===== config.mk =====
export PLATFORM = sky130hd
export DESIGN_NAME = systolic_2x2_ctrl
export DESIGN_NICKNAME = d
export VERILOG_FILES = /design/src/rtl/systolic_2x2_ctrl.sv
export SDC_FILE = /design/constraint.sdc
export NUM_CORES = 1
export LEC_CHECK = 0
export CAP_MARGIN = 10
export CORE_AREA = 2 2 359 361
export CTS_CLUSTER_SIZE = 8
export DETAILED_ROUTE_END_ITERATION = 12
export DIE_AREA = 0 0 361 363
export PLACE_DENSITY_LB_ADDON = 0.05
export SETUP_SLACK_MARGIN = 0.5
export SYNTH_ARGS = -nofsm -noshare
export SYNTH_HDL_FRONTEND = slang
export SYNTH_SLANG_ARGS = --single-unit

===== constraint.sdc =====
create_clock -name clk -period 1.89 [get_ports clk]
set_input_delay 0.2835 -clock clk [delete_from_list [all_inputs] [get_ports clk]]
set_output_delay 0.2835 -clock clk [all_outputs]
set_load 0.05 [all_outputs]

===== src/rtl/systolic_2x2_ctrl.sv =====
// Sequencer for the 2x2 systolic multiply array: latches A/B on start, clears the array,
// feeds skewed row/column streams, waits for completion and returns C on a valid/ready port.
module systolic_2x2_ctrl #(
    parameter int DW      = 32,
    parameter int RW      = 64,
    parameter int TIMEOUT = 64
) (
    input  logic              clk,
    input  logic              rst,
    input  logic              start,
    input  logic [4*DW-1:0]   a_flat,
    input  logic [4*DW-1:0]   b_flat,
    output logic              busy,
    output logic              arr_rst,
    output logic              arr_load,
    output logic [DW-1:0]     arr_row0,
    output logic [DW-1:0]     arr_row1,
    output logic [DW-1:0]     arr_col0,
    output logic [DW-1:0]     arr_col1,
    input  logic [4*RW-1:0]   arr_res,
    input  logic [3:0]        arr_carry,
    input  logic              arr_done,
    output logic              res_valid,
    input  logic              res_ready,
    output logic [4*RW-1:0]   res_c,
    output logic [3:0]        res_carry,
    output logic              res_timeout
);

    localparam int TW = $clog2(TIMEOUT) + 1;
    localparam logic [TW-1:0]   TIMER_LAST = TW'(TIMEOUT - 1);
    localparam logic [TW-1:0]   TIMER_MAX  = {TW{1'b1}};
    localparam logic [TW-1:0]   TIMER_ONE  = {{(TW-1){1'b0}}, 1'b1};
    localparam logic [DW-1:0]   D_ZERO     = {DW{1'b0}};
    localparam logic [4*RW-1:0] C_ZERO     = {(4*RW){1'b0}};

    typedef enum logic [2:0] {
        ST_IDLE = 3'd0,
        ST_CLR  = 3'd1,
        ST_FEED = 3'd2,
        ST_WAIT = 3'd3,
        ST_RESP = 3'd4
    } state_t;

    state_t           state_r;
    logic [1:0]       step_r;
    logic [TW-1:0]    timer_r;
    logic [4*DW-1:0]  a_r;
    logic [4*DW-1:0]  b_r;

    logic [DW-1:0] a00_s, a01_s, a10_s, a11_s;
    logic [DW-1:0] b00_s, b01_s, b10_s, b11_s;

    assign a00_s = a_r[0*DW +: DW];
    assign a01_s = a_r[1*DW +: DW];
    assign a10_s = a_r[2*DW +: DW];
    assign a11_s = a_r[3*DW +: DW];
    assign b00_s = b_r[0*DW +: DW];
    assign b01_s = b_r[1*DW +: DW];
    assign b10_s = b_r[2*DW +: DW];
    assign b11_s = b_r[3*DW +: DW];

    // Sequencer FSM; every output is registered with the value of the state being entered.
    always_ff @(posedge clk) begin
        if (rst) begin
            state_r     <= ST_IDLE;
            step_r      <= 2'd0;
            timer_r     <= {TW{1'b0}};
            a_r         <= {(4*DW){1'b0}};
            b_r         <= {(4*DW){1'b0}};
            busy        <= 1'b0;
            arr_rst     <= 1'b1;
            arr_load    <= 1'b0;
            arr_row0    <= D_ZERO;
            arr_row1    <= D_ZERO;
            arr_col0    <= D_ZERO;
            arr_col1    <= D_ZERO;
            res_valid   <= 1'b0;
            res_c       <= C_ZERO;
            res_carry   <= 4'd0;
            res_timeout <= 1'b0;
        end else begin
            case (state_r)
                ST_IDLE: begin
                    if (start) begin
                        a_r     <= a_flat;
                        b_r     <= b_flat;
                        busy    <= 1'b1;
                        arr_rst <= 1'b1;
                        state_r <= ST_CLR;
                    end else begin
                        arr_rst <= 1'b0;
                    end
                end
                ST_CLR: begin
                    arr_rst  <= 1'b0;
                    arr_load <= 1'b1;
                    arr_row0 <= a00_s;
                    arr_row1 <= D_ZERO;
                    arr_col0 <= b00_s;
                    arr_col1 <= D_ZERO;
                    step_r   <= 2'd0;
                    state_r  <= ST_FEED;
                end
                ST_FEED: begin
                    // step_r names the step currently on the array inputs
                    case (step_r)
                        2'd0: begin
                            arr_row0 <= a01_s;
                            arr_row1 <= a10_s;
                            arr_col0 <= b10_s;
                            arr_col1 <= b01_s;
                            step_r   <= 2'd1;
                        end
                        2'd1: begin
                            arr_row0 <= D_ZERO;
                            arr_row1 <= a11_s;
                            arr_col0 <= D_ZERO;
                            arr_col1 <= b11_s;
                            step_r   <= 2'd2;
                        end
                        default: begin
                            arr_load <= 1'b0;
                            arr_row0 <= D_ZERO;
                            arr_row1 <= D_ZERO;
                            arr_col0 <= D_ZERO;
                            arr_col1 <= D_ZERO;
                            timer_r  <= {TW{1'b0}};
                            step_r   <= 2'd0;
                            state_r  <= ST_WAIT;
                        end
                    endcase
                end
                ST_WAIT: begin
                    if (timer_r != TIMER_MAX) begin
                        timer_r <= timer_r + TIMER_ONE;
                    end else begin
                        timer_r <= timer_r;
                    end
                    if (arr_done) begin
                        res_c       <= arr_res;
                        res_carry   <= arr_carry;
                        res_timeout <= 1'b0;
                        res_valid   <= 1'b1;
                        state_r     <= ST_RESP;
                    end else if (timer_r == TIMER_LAST) begin
                        res_c       <= C_ZERO;
                        res_carry   <= 4'd0;
                        res_timeout <= 1'b1;
                        res_valid   <= 1'b1;
                        state_r     <= ST_RESP;
                    end else begin
                        state_r <= ST_WAIT;
                    end
                end
                ST_RESP: begin
                    if (res_ready) begin
                        res_valid <= 1'b0;
                        busy      <= 1'b0;
                        state_r   <= ST_IDLE;
                    end else begin
                        state_r <= ST_RESP;
                    end
                end
                default: begin
                    state_r   <= ST_IDLE;
                    busy      <= 1'b0;
                    arr_rst   <= 1'b1;
                    arr_load  <= 1'b0;
                    res_valid <= 1'b0;
                end
            endcase
        end
    end

endmodule

==> summary.txt <==
Logic synthesis
  – Top cell type by total area after synthesis: dfxtp_1
  – Syn_area_per_cell: 8.42 sq um
  – Top cells by area, synth: dfxtp_1 (53%), nand2_1 (12%), a21oi_1 (11%)
  – Synthesis warning total: 0
  – FF+latch count, synth: around 660
  – Seq/Total Area, Yosys: 53.2%
  – Cell variety after synth: between 40 and 50
  – Synth top cells by count: nand2_1 (779), dfxtp_1 (661), a21oi_1 (528)
  – Synthesized net count: 3,479
  – Post-synth EDFFs: 0
  – Most numerous cell in the Yosys netlist: nand2_1
  – Post-synth top area share: 53.2%
  – Post-synth ARST share: 0%
  – Post-Syn Area: 24,900 sq um
  – Cell count after synthesis: slightly below 3,000
  – Top FF cell, synth: dfxtp_1

Place
  – Inst Count DP: roughly 5,400
  – Gpl congestion: 0.783
  – HPWL after DPL: 94,500 um
  – Number of I/O port buffers: 913
  – Placed cell area: between 30,000 and 40,000 sq um

Power and ir drop
  – P per Cell Area: approximately 1100 nW/um^2
  – Internal: 29.1 mW
  – Switching share of power: 32.8%
  – Pleak: 15.0 nW
  – Flop pwr share: a little under two fifths
  – Clock network fraction of total power: 36.7%
  – Max VDD drop: 0.000707 V
  – Psw: 14.2 mW
  – Combinational share of power: 26.6%

STA
  – Slew Limit Fails: 0
  – Fmax: 572 MHz
  – Final min period: around 1700 ps
  – Setup Skew: about 25 ps
  – Worst relative slew slack: 57.4%
  – Slew @ Worst Pin: around 640 ps
  – Final period util: 92.5%
  – Final setup fails: 0
  – RSZ-0062 raised after global routing: yes
  – Final Hold Violating Endpoints: 0
  – Worst hold slack: ~160 ps

Drt
  – Wire per inst: between 20 and 25 um
  – # DRC: 0
  – Total wire length: 132,000 um
  – Vias per inst: 4.37
  – DR vias: 24,400
  – Drt first-iter violations: approximately 1,200
  – First-pass DRT Iterations: 4
  – Post-DRT Antenna Nets: 0

Worst setup path
  – R2R Setup Slk: 140 ps
  – Crit path max-delay family: buffers and inverters
  – Max incr delay on CP: roughly 360 ps
  – CP Cell Sequence: ha_4 -> and2_4 -> a31oi_4 -> buf_12 -> clkbuf_16 -> o21ai_1 -> a21oi_1
  – Slowest CP cell: dfxtp_4
  – CP max FO: 24
  – Critical path type: register to register
  – Worst Setup End Kind: register
  – CP bufs+invs: 2
  – Worst setup SP type: register
  – Worst EP arrival: around 2300 ps
  – Crit path required time: 2480 ps

Worst hold path
  – Hold Crit Class: input pin to register

Die
  – DIE AREA: 131,000 sq um
  – Core footprint: around 130,000 sq um
  – Row count: 131
  – Initial Util: 19.6%
  – Die Width: 361 um
  – Die H: 363 um
  – IO Count: a little over 900

Layout
  – Register area: 13,400 sq um
  – Multi-input gate area in the final layout: 10,900 sq um
  – Design area: 41,000 sq um
  – # fillers: 13,400
  – Share of layout cells above drive strength 1: 26.0%
  – Final core occ: about 32%
  – Layout area overhead: 64.6%
  – Nets: about 4,400
  – Final non-filler cell total: 5,578

Global routing
  – Initial antenna violation count: 43
  – Vias in the first global route: 24,400
  – GRT Total Usage: 18.7%
  – Gr ovfl total: 0
  – Pin count of the biggest net entering global routing: about 110
  – Global-route wire length before repair: 182,000 um

Clocking
  – CTS max path bufs: 3
  – Clk_lat worst skew: 670 ps
  – Cts bufs inserted: 94
  – Clk pin slew, worst setup/hold paths: 50 ps
  – H-Tree Depth: 3
  – Sink Count: 661
  – CTS tree: yes
  – Clock root cell: clkbuf_16

Outcome
  – Outcome: finished, final reports clean

Run
  – # Max-Cap Violations: 0
-- worst register-to-register path, delay by kind of cell, from the launching register on --
kind                     cells  cell delay, ps
AO/OA/AOI/OAI                3             460
adder cells (fa/ha/maj)      1             170
buffers and inverters        2             540
flip-flops                   1             360
AND/OR/NAND/NOR              1             160
-- routing by layer --
metal	vias up	wire length, um	GRT usage, %
met5	-	347	0
met2	680	65800	33.2
met4	52	2550	4.35
met1	11500	53000	21.4
li1	11900	-	-
met3	207	9950	6.57
-- registers in the layout, indices dropped and copies added (netlist names) --
name         flops
a_r            128
arr_col0        32
arr_col1        32
arr_load         1
arr_row0        32
arr_row1        32
arr_rst          1
b_r            128
busy             1
res_c          256
res_carry        4
res_timeout      1
res_valid        1
state_r          3
step_r           2
timer_r          7
-- worst paths after layout --
check,start,endpoint,depth (start not counted)
min,b_flat[48],b_r[48]$_SDFFE_PP0P_,3
min reg2reg,a_r[111]$_SDFFE_PP0P_,a_r[111]$_SDFFE_PP0P_,2
max,timer_r[0]$_SDFFE_PP0P_,res_c[142]$_SDFFE_PP0P_,7
max reg2reg,timer_r[0]$_SDFFE_PP0P_,res_c[142]$_SDFFE_PP0P_,7
-- cells by family after synthesis --
logic type / share of synthesized area, %
AO/OA/AOI/OAI: 21.8
XOR/XNOR: 0.0352
flip-flops: 53.2
adder cells (fa/ha/maj): 0.0503
AND/OR/NAND/NOR: 17.2
multiplexers: 2.90
buffers and inverters: 4.79
-- power by group through the flow --
stage / clock [mW] / sequential, mW / combinational [mW]
global placement: 0 / 16.1 / 11.2
detailed placement: 0 / 16.1 / 11.1
CTS: 16.6 / 16.0 / 11.4
floorplan: 0 / 17.8 / 4.50
finish: 15.9 / 15.9 / 11.5
global route: 17.1 / 16.1 / 12.3
-- final cells by class --
| class | count | area share (%) |
|---|---|---|
| clock inverter | 6 | 0.296 |
| inverter | 2 | 0.0183 |
| antenna | 8 | 0.0489 |
| sequential | 661 | 32.7 |
| tap | 1662 | 5.08 |
| multi-input combinational | 2024 | 26.7 |
| clock buffer | 109 | 6.06 |
| timing repair buffer | 1106 | 29.2 |
-- stage by stage --
stage               setup TNS [ps]  power (mW)  setup slack, ps
global route                     0        45.5             70.6
floorplan                        0        22.3              264
finish                           0        43.3              142
CTS                              0        43.9              104
global placement              -344        27.3            -29.1
detailed placement            -902        27.2            -35.4
-- layout by cell type, fill, tap and decap left out, types with 37 or more instances in the layout --
cell             netlist  routed
buf_4                  1     283
clkbuf_16              0     113
clkdlybuf4s50_1        0     519
nand2_1              779     779
dfxtp_1              661     587
o21ai_0              263      37
buf_8                  0      72
clkdlybuf4s15_2        0     122
a221oi_2              49      59
o21ai_1                0     225
nor3_2                49      51
mux2_2                64      64
buf_12                 0      67
dfxtp_2                0      52
nor2_1               138     138
a22oi_2                0      59
a21oi_1              528     527
-- what timing repair did --
item	in CTS	in global routing
setup buffers	9	22
resized for setup	1053	23
endpoints found under the hold margin	17	0
cloned	1	19
hold buffers	1	0
setup endpoints to repair	1049	1052
pin swaps	0	8
(Power assumes the default switching activity.)
